**src/rtl/pc_pkg.sv**
```systemverilog
// Shared definitions for the program-counter generator: FSM encoding and
// default datapath constants.
package pc_pkg;

   // RUN: no redirect waiting. PEND: a redirect arrived under stall and is held.
   typedef enum logic {
      RUN  = 1'b0,
      PEND = 1'b1
   } pc_state_e;

   localparam int PC_WIDTH   = 32;
   localparam int PC_INC     = 4;
   // History count port width; wide enough for the largest legal depth (16).
   localparam int HIST_CNT_W = 5;

endpackage : pc_pkg

```
**src/rtl/pc_hist.sv**
```systemverilog
// Issued-PC history: a shift register of the most recent fetch addresses,
// newest in entry 0, with a saturating count of valid entries.
module pc_hist
   import pc_pkg::*;
#(
   parameter int WIDTH      = PC_WIDTH,
   parameter int HIST_DEPTH = 4
) (
   input  logic                        clk,
   input  logic                        rst,
   input  logic                        push,
   input  logic                        clr_cnt,
   input  logic [WIDTH-1:0]            din,
   output logic [HIST_DEPTH*WIDTH-1:0] hist,
   output logic [HIST_CNT_W-1:0]       cnt
);

   localparam logic [HIST_CNT_W-1:0] CNT_MAX = HIST_CNT_W'(HIST_DEPTH);

   logic [WIDTH-1:0]      entry_q [HIST_DEPTH];
   logic [HIST_CNT_W-1:0] cnt_q;

   // Shift a newly issued PC in at entry 0; the oldest entry falls off the end.
   always_ff @(posedge clk or negedge rst) begin
      if (!rst) begin
         // NOTE: this is a handful of flops whose reset value is visible on the
         // ports, so every entry is reset; a RAM-style history would not be.
         for (int i = 0; i < HIST_DEPTH; i++) entry_q[i] <= '0;
      end else if (push) begin
         entry_q[0] <= din;
         for (int i = 1; i < HIST_DEPTH; i++) entry_q[i] <= entry_q[i-1];
      end
   end

   // Count valid entries; an exception clears the count but keeps the contents.
   always_ff @(posedge clk or negedge rst) begin
      if (!rst) begin
         cnt_q <= '0;
      end else if (clr_cnt) begin
         cnt_q <= '0;
      end else if (push && (cnt_q != CNT_MAX)) begin
         cnt_q <= cnt_q + 5'd1;
      end
   end

   for (genvar g = 0; g < HIST_DEPTH; g++) begin : g_pack
      assign hist[g*WIDTH +: WIDTH] = entry_q[g];
   end

   assign cnt = cnt_q;

endmodule : pc_hist

```
**src/rtl/pc_gen.sv**
```systemverilog
// Program-counter generator: sequential fetch addresses with exception and
// branch redirects, a pending-redirect FSM for stalled pipelines, and an
// issued-PC history.
module pc_gen
   import pc_pkg::*;
#(
   parameter int          WIDTH      = PC_WIDTH,
   parameter logic [31:0] RESET_VEC  = 32'h0000_0000,
   parameter int          INC        = PC_INC,
   parameter int          HIST_DEPTH = 4
) (
   input  logic                        clk,
   input  logic                        rst,
   input  logic                        stall,
   input  logic                        redirect_valid,
   input  logic [WIDTH-1:0]            redirect_pc,
   input  logic                        exc_valid,
   input  logic [WIDTH-1:0]            exc_vec,
   input  logic                        fetch_ready,
   output logic                        fetch_valid,
   output logic [WIDTH-1:0]            pc,
   output logic [WIDTH-1:0]            pc_prev,
   output logic [HIST_DEPTH*WIDTH-1:0] hist_pc,
   output logic [HIST_CNT_W-1:0]       hist_cnt,
   output logic                        align_err
);

   localparam logic [WIDTH-1:0] RST_PC = WIDTH'(RESET_VEC);
   localparam logic [WIDTH-1:0] INC_W  = WIDTH'(INC);

   pc_state_e        state_q, state_nxt;
   logic [WIDTH-1:0] pc_q, pc_nxt;
   logic [WIDTH-1:0] pend_q, pend_nxt;
   logic             fv_q;
   logic             fire;
   logic             load;
   logic [WIDTH-1:0] tgt;

   assign fire = fv_q & fetch_ready & ~stall;

   // Next-PC selection, highest priority first: exception, live redirect,
   // stalled-redirect capture, pending redirect, sequential increment, hold.
   always_comb begin
      // NOTE: every output of this block gets a default here, so no path can
      // leave one unassigned and infer a latch.
      pc_nxt    = pc_q;
      state_nxt = state_q;
      pend_nxt  = pend_q;
      load      = 1'b0;
      tgt       = '0;
      if (exc_valid) begin
         load      = 1'b1;
         tgt       = exc_vec;
         state_nxt = RUN;
         pend_nxt  = '0;
      end else if (redirect_valid && !stall) begin
         load      = 1'b1;
         tgt       = redirect_pc;
         state_nxt = RUN;
      end else if (redirect_valid && stall) begin
         pend_nxt  = redirect_pc;
         state_nxt = PEND;
      end else if ((state_q == PEND) && !stall) begin
         load      = 1'b1;
         tgt       = pend_q;
         state_nxt = RUN;
      end else if (fire) begin
         pc_nxt    = pc_q + INC_W;
      end
      if (load) pc_nxt = {tgt[WIDTH-1:2], 2'b00};
   end

   // Misaligned targets are reported in the cycle the load is selected.
   assign align_err = rst & load & (|tgt[1:0]);

   // Architectural state: PC, FSM state, pending target, and the fetch-valid
   // flag that rises one cycle after reset release.
   always_ff @(posedge clk or negedge rst) begin
      if (!rst) begin
         pc_q    <= RST_PC;
         state_q <= RUN;
         pend_q  <= '0;
         fv_q    <= 1'b0;
      end else begin
         // NOTE: non-blocking assignments so every register samples the
         // pre-edge values computed by the combinational block.
         pc_q    <= pc_nxt;
         state_q <= state_nxt;
         pend_q  <= pend_nxt;
         fv_q    <= 1'b1;
      end
   end

   pc_hist #(
      .WIDTH      (WIDTH),
      .HIST_DEPTH (HIST_DEPTH)
   ) u_hist (
      .clk     (clk),
      .rst     (rst),
      .push    (fire),
      .clr_cnt (exc_valid),
      .din     (pc_q),
      .hist    (hist_pc),
      .cnt     (hist_cnt)
   );

   assign pc          = pc_q;
   assign pc_prev     = hist_pc[WIDTH-1:0];
   assign fetch_valid = fv_q;

endmodule : pc_gen
```
**config.mk**
```make
export PLATFORM = sky130hd
export DESIGN_NAME = pc_gen
export DESIGN_NICKNAME = d
export VERILOG_FILES = /design/src/rtl/pc_pkg.sv /design/src/rtl/pc_hist.sv /design/src/rtl/pc_gen.sv
export SDC_FILE = /design/constraint.sdc
export NUM_CORES = 1
export LEC_CHECK = 0
export ABC_CLOCK_PERIOD_IN_PS = 2900
export CORE_ASPECT_RATIO = 0.9
export CORE_MARGIN = 2
export CORE_UTILIZATION = 40
export DETAILED_ROUTE_END_ITERATION = 12
export GPL_ROUTABILITY_DRIVEN = 0
export PLACE_DENSITY_LB_ADDON = 0.15
export SLEW_MARGIN = 20
export SYNTH_ARGS = -nofsm -noshare
export SYNTH_HDL_FRONTEND = slang
export SYNTH_HIERARCHICAL = 1
export SYNTH_SLANG_ARGS = --single-unit
```
**constraint.sdc**
```tcl
create_clock -name clk -period 2.9 [get_ports clk]
set_input_delay 0.435 -clock clk [delete_from_list [all_inputs] [get_ports clk]]
set_output_delay 0.435 -clock clk [all_outputs]
set_load 0.01 [all_outputs]
```
* Yosys cells after proc, flatten, opt, wreduce, memory -nomap -nowiden
Index checks and enable logic that the tools add are counted.
W data, S select, Z words.
** Cells by class
- Reduce and logical (&&, ||, !) cells :: 12
- Multiply operators :: 0
- $add $sub $neg :: 2
- Equality and inequality tests :: 6
- Divide/modulo/power cells :: 0
- Shift operators :: 0
- Muxes and demuxes :: 23
- Bitwise gates (word level) :: 5
- Magnitude comparators :: 0
** Operators with widths (number)
- $mux W32 :: 13
- $add A32 B3 Y32 const B :: 1
- $mux W5 :: 2
- $mux W1 :: 8
- $ne A2 B2 Y1 const B :: 4
- $reduce_bool A2 Y1 :: 3
- $add A5 B1 Y5 const B :: 1
- $ne A5 B3 Y1 const B :: 1
- $reduce_and A5 Y1 :: 1
- $and A1 B1 Y1 :: 4
- $logic_and A1 B1 Y1 :: 4
- $reduce_bool A4 Y1 :: 1
- $ne A2 B1 Y1 const B :: 1
- $reduce_and A2 Y1 :: 1
- $reduce_or A2 Y1 :: 1
- $logic_not A1 Y1 :: 1
- $not A1 Y1 :: 1
** Word-level totals
- Memory bits (writable) :: 0
- Latch bits :: 0
- Memory bits (read-only) :: 0
- Output and inout port bits :: 199
- Memories :: 0
- Bits in registers :: 199

* Logic depth before layout (Yosys ltp)
- Word-level depth :: 8
- Gate-level depth with buffers :: 9
- Depth with buffers taken out :: 6

* Modules after synthesis
The synthesis kept the hierarchy.
** By module, submodules not included
- pc_hist :: cells an instance 300, instances 1, area each 5063.6 µm², seq. area each 3328.2 µm²
- pc_gen :: cells an instance 453, instances 1, area each 4015.1 µm², seq. area each 1601.5 µm²

* Worst setup path before layout
OpenSTA, ideal clock, no wires.
- Kind :: input port to output port
- From :: input port stall
- To :: output port align_err
- Cell stages on the path :: 6
- Path slack :: 849 ps
- Data arrival time :: 1616 ps
- Buffers on the path :: 3
- Cell sequence :: buf_2 -> o21ai_0 -> clkbuf_1 -> buf_2 -> nand2_1 -> a21oi_1
** On the way
- Cells in the longest elaborated chain, start to end :: 8
** Ends and longest elaborated chain
- start, declared :: line pc_gen.sv:14 : input logic stall,
- $logic_not A1 Y1 :: line pc_gen.sv:56, pc_gen.sv:63
- $logic_and A1 B1 Y1 :: line pc_gen.sv:63 : end else if ((state_q == PEND) && !stall) begin
- $mux W1 / $mux W32 (equally long branches) :: line pc_gen.sv:63
- $mux W1 / $mux W32 (equally long branches) :: line pc_gen.sv:60 : end else if (redirect_valid && stall) begin
- $mux W1 / $mux W32 (equally long branches) :: line pc_gen.sv:56 : end else if (redirect_valid && !stall) begin
- $mux W1 / $mux W32 (equally long branches) :: line pc_gen.sv:51 : if (exc_valid) begin
- $and A1 B1 Y1 / $reduce_or A2 Y1 (equally long branches) :: line pc_gen.sv:74 : assign align_err = rst & load & (|tgt[1:0]);
- $and A1 B1 Y1 (*) :: line pc_gen.sv:74
- end, declared :: line pc_gen.sv:25 : output logic align_err
Every way passes the cells marked *; elsewhere a longest branch is shown, timed or not.

* Worst setup path after layout
- From :: input port redirect_valid
- To :: output port align_err
** On the way
- Cells in the longest elaborated chain, start to end :: 6
** Ends and longest elaborated chain
- start, declared :: line pc_gen.sv:15 : input logic redirect_valid,
- $logic_and A1 B1 Y1 :: line pc_gen.sv:60
- $mux W1 / $mux W32 (equally long branches) :: line pc_gen.sv:60
- $mux W1 / $mux W32 (equally long branches) :: line pc_gen.sv:56
- $mux W1 / $mux W32 (equally long branches) :: line pc_gen.sv:51
- $and A1 B1 Y1 / $reduce_or A2 Y1 (equally long branches) :: line pc_gen.sv:74
- $and A1 B1 Y1 (*) :: line pc_gen.sv:74
Marked as above.

==> results.sh <==
export IMPL_seq_area_frac_synth_pct=54.3
export IMPL_crit_fanout=8
export IMPL_grtUsageTotal_pct=21.3
export IMPL_cts_root_buf="clkbuf_16"
export IMPL_port_buffers=266
export IMPL_final_min_clock_period_ps=2710
export IMPL_ys_seq_elements=197
export IMPL_drt_wl_total_um=25000
export IMPL_crit_top_cell="clkdlybuf4s50_1"
export IMPL_post_place_ws_ps=216
export IMPL_tightest_slew_ps=878
export IMPL_dieHeight_um=147
export IMPL_post_route_period_util_pct=93.4
export IMPL_first_iter_violations=507
export IMPL_io_pins=269
export IMPL_p_comb_share_pct=34.7
export IMPL_drc=0
export IMPL_syn_cell_area_um2=9080
export IMPL_max_stage_delay_ps=640
export IMPL_cts_tree="done"
export IMPL_cts_htree_levels=4
export IMPL_cap_violations=0
export IMPL_nNetsFinal=1052
export IMPL_power_switching_mw=3.19
export IMPL_yosys_warnings=6
export IMPL_finalHoldViolCount=0
export IMPL_r2r_end="pc[31]"
export IMPL_crit_required_ps=2470
export IMPL_fmax_ghz=0.369
export IMPL_start_util_pct=40.6
export IMPL_leakage_nw=5.11
export IMPL_fin_skew_ps=22.2
export IMPL_pwr_share_clk_pct=23.9
export IMPL_setup_viol=0
export IMPL_synthDistinctLibCells=65
export IMPL_rsz0062_at_grt="no"
export IMPL_drv_slew=0
export IMPL_cp_startpoint="redirect_valid"
export IMPL_p_int_mw=7.09
export IMPL_p_per_area_nw_per_um2=827
export IMPL_status="finished, final reports clean"
export IMPL_pwr_share_seq_pct=41.4
export IMPL_async_flop_share_pct=100
export IMPL_cp_buffers_inverters=2
export IMPL_grt_pass1_vias=6778
export IMPL_critPathKind="primary input to output port"
export IMPL_crit_chain="clkdlybuf4s50_1 > nor2b_2 > o21ai_0 > a21o_1 > a21oi_1 > clkdlybuf4s50_1"
export IMPL_reg2reg_setup_slack_ps=620
export IMPL_hp_class="primary input to asynchronous set/reset pin"
export IMPL_dp_hpwl_um=17800
export IMPL_final_cell_mix="clkdlybuf4s50_1 (265), dfrtp_1 (197), mux2_2 (131), nand2_1 (52), a22o_1 (37)"
export IMPL_die_x_um=163
export IMPL_r2r_start="pc[7]"
export IMPL_cts_made_buffers=17
export IMPL_rr_worst_depth=5
export IMPL_ir_worst_vdd_mv=0.407
export IMPL_crit_path_start_kind="primary input"
export IMPL_synth_edff_count=0
export IMPL_mostFrequentLayoutCell="clkdlybuf4s50_1"
export IMPL_path_delay_family="buffers and inverters"
export IMPL_synth_top_flop_cell="dfrtp_1"
export IMPL_endpoint="align_err"
export IMPL_vias_per_cell=5.41
export IMPL_first_pass_iters=5
export IMPL_synth_cells=753
export IMPL_vias=6988
export IMPL_postCtsHoldBufs=0
export IMPL_placementRows=52
export IMPL_routedWlPerCell_um=19.4
export IMPL_clockBufferDepth=2
export IMPL_crit_arrival_ps=2270
export IMPL_grt_pass1_wl_um=39400
export IMPL_cts_resized=0
export IMPL_antenna_found_initial=2
export IMPL_fin_ws_ps=191
export IMPL_ant_nets=0
export IMPL_finalSetupTns_ps=0
export IMPL_cp_depth=6
export IMPL_path_clk_slew_ps=90
export IMPL_numClockSinks=197
export IMPL_crit_path_end_kind="output port"
export IMPL_drive_gt1_share_pct=20.3
export IMPL_grt_overflow_total=0
export IMPL_hold_slack_ps=157
export IMPL_grt_max_degree=157
export IMPL_p_sw_share_pct=31.0
export IMPL_area_growth_pct=37.0
export IMPL_slew_headroom_pct=41.5
export IMPL_coreArea_um2=22400
export IMPL_cts_setup_buffers=0
export IMPL_die_area_um2=23900
export IMPL_slowest_stage="clkdlybuf4s50_1"
export IMPL_postSynthAreaPerCell_um2=12.1
export IMPL_clock_latency_ps=450
==> registers in the layout (all words and copies together) (netlist names) <==
name         flops
u_hist/hist    128
state_q          1
fetch_valid      1
pend_q          32
u_hist/cnt       5
pc              30
==> synth_stat cells (3+ instances only) <==
cell type / instances / area share, %
and3_1: 7 / 0.48
inv_1: 7 / 0.29
a21oi_1: 29 / 1.6
nor3_1: 7 / 0.39
nand4_1: 10 / 0.69
ha_1: 3 / 0.41
nand3_1: 21 / 1.2
buf_2: 15 / 0.83
mux2_2: 131 / 16
buf_6: 6 / 0.74
nor4b_1: 3 / 0.29
clkbuf_1: 24 / 0.99
buf_4: 39 / 3.2
a31oi_1: 9 / 0.62
nor2_1: 26 / 1.1
nand2_1: 52 / 2.1
o22ai_1: 3 / 0.21
nand4_2: 3 / 0.41
nor4_1: 4 / 0.28
a22oi_1: 4 / 0.33
mux2i_1: 10 / 1.1
a221o_1: 3 / 0.33
a211oi_1: 3 / 0.25
nand2b_1: 3 / 0.21
o21ai_0: 34 / 1.9
o21a_1: 3 / 0.25
a22o_1: 37 / 3.6
dfrtp_1: 197 / 54
a221oi_1: 4 / 0.39
and4_1: 5 / 0.48
o211ai_1: 6 / 0.50
==> worst register-to-register path, delay by kind of cell (launching register included) <==
family	cells	cell delay (ps)
DFF	1	630
and+or+nand+nor	4	1300
muxes	1	240
==> logic make-up (layout without fill, tap and decap cells) <==
group           Yosys count  count (layout)  synth area share [%]
fa+ha+maj                 3               3                 0.413
simple gates            156             156                  9.03
xor+xnor                  2               2                 0.193
flops                   197             197                  54.3
buf+inv                  92             328                  6.24
other cells               2               7                0.0827
compound gates          160             160                  12.4
mux                     141             141                  17.4
==> through the flow <==
stage          utilization (%)  cell area (µm²)  power [mW]  instances
6_report                  55.6            12400        10.3       1291
5_1_grt                   55.6            12400        10.8       1290
4_1_cts                   55.6            12400        10.4       1289
3_5_place_dp              52.8            11800        7.93       1257
3_3_place_gp              52.8            11800        7.87       1257
2_1_floorplan                -             9090        5.70        756
==> layer usage <==
layer	global-route usage, %	wire (µm)	vias to the layer above
met5	0	0	-
met3	5.56	1850	26
met2	32.7	11600	268
met1	29.7	11100	3500
met4	6.46	496	0
li1	-	-	3194
==> power by group through the flow <==
stage | combinational [mW] | clock, mW | sequential, mW
2_1_floorplan | 1.18 | 0 | 4.52
3_3_place_gp | 3.57 | 0 | 4.30
3_5_place_dp | 3.60 | 0 | 4.33
4_1_cts | 3.61 | 2.52 | 4.28
5_1_grt | 3.79 | 2.64 | 4.40
6_report | 3.56 | 2.46 | 4.26
==> final cells by class <==
cell class	count	area [µm²]
timing repair buffer	289	2880
sequential	197	4930
clock buffer	18	439
fill	1924	9940
multi-input combinational	467	3610
antenna	2	5.00
tap	297	372
inverter	7	26.3
clock inverter	14	181
==> how the worst min path moves through the flow <==
| stage | startpoint | endpoint | slack [ps] | depth (start not counted) |
|---|---|---|---|---|
| after floorplan | rst | fetch_valid | 140 | 0 |
| after global routing | rst | pend_q[28] | 180 | 2 |
| after detailed placement | pend_q[16] | pend_q[16] | 490 | 1 |
| after global placement | pend_q[11] | pend_q[11] | 490 | 1 |
| after CTS | rst | pend_q[30] | 160 | 2 |
| final | rst | pend_q[28] | 160 | 2 |
(Power assumes the default switching activity.)
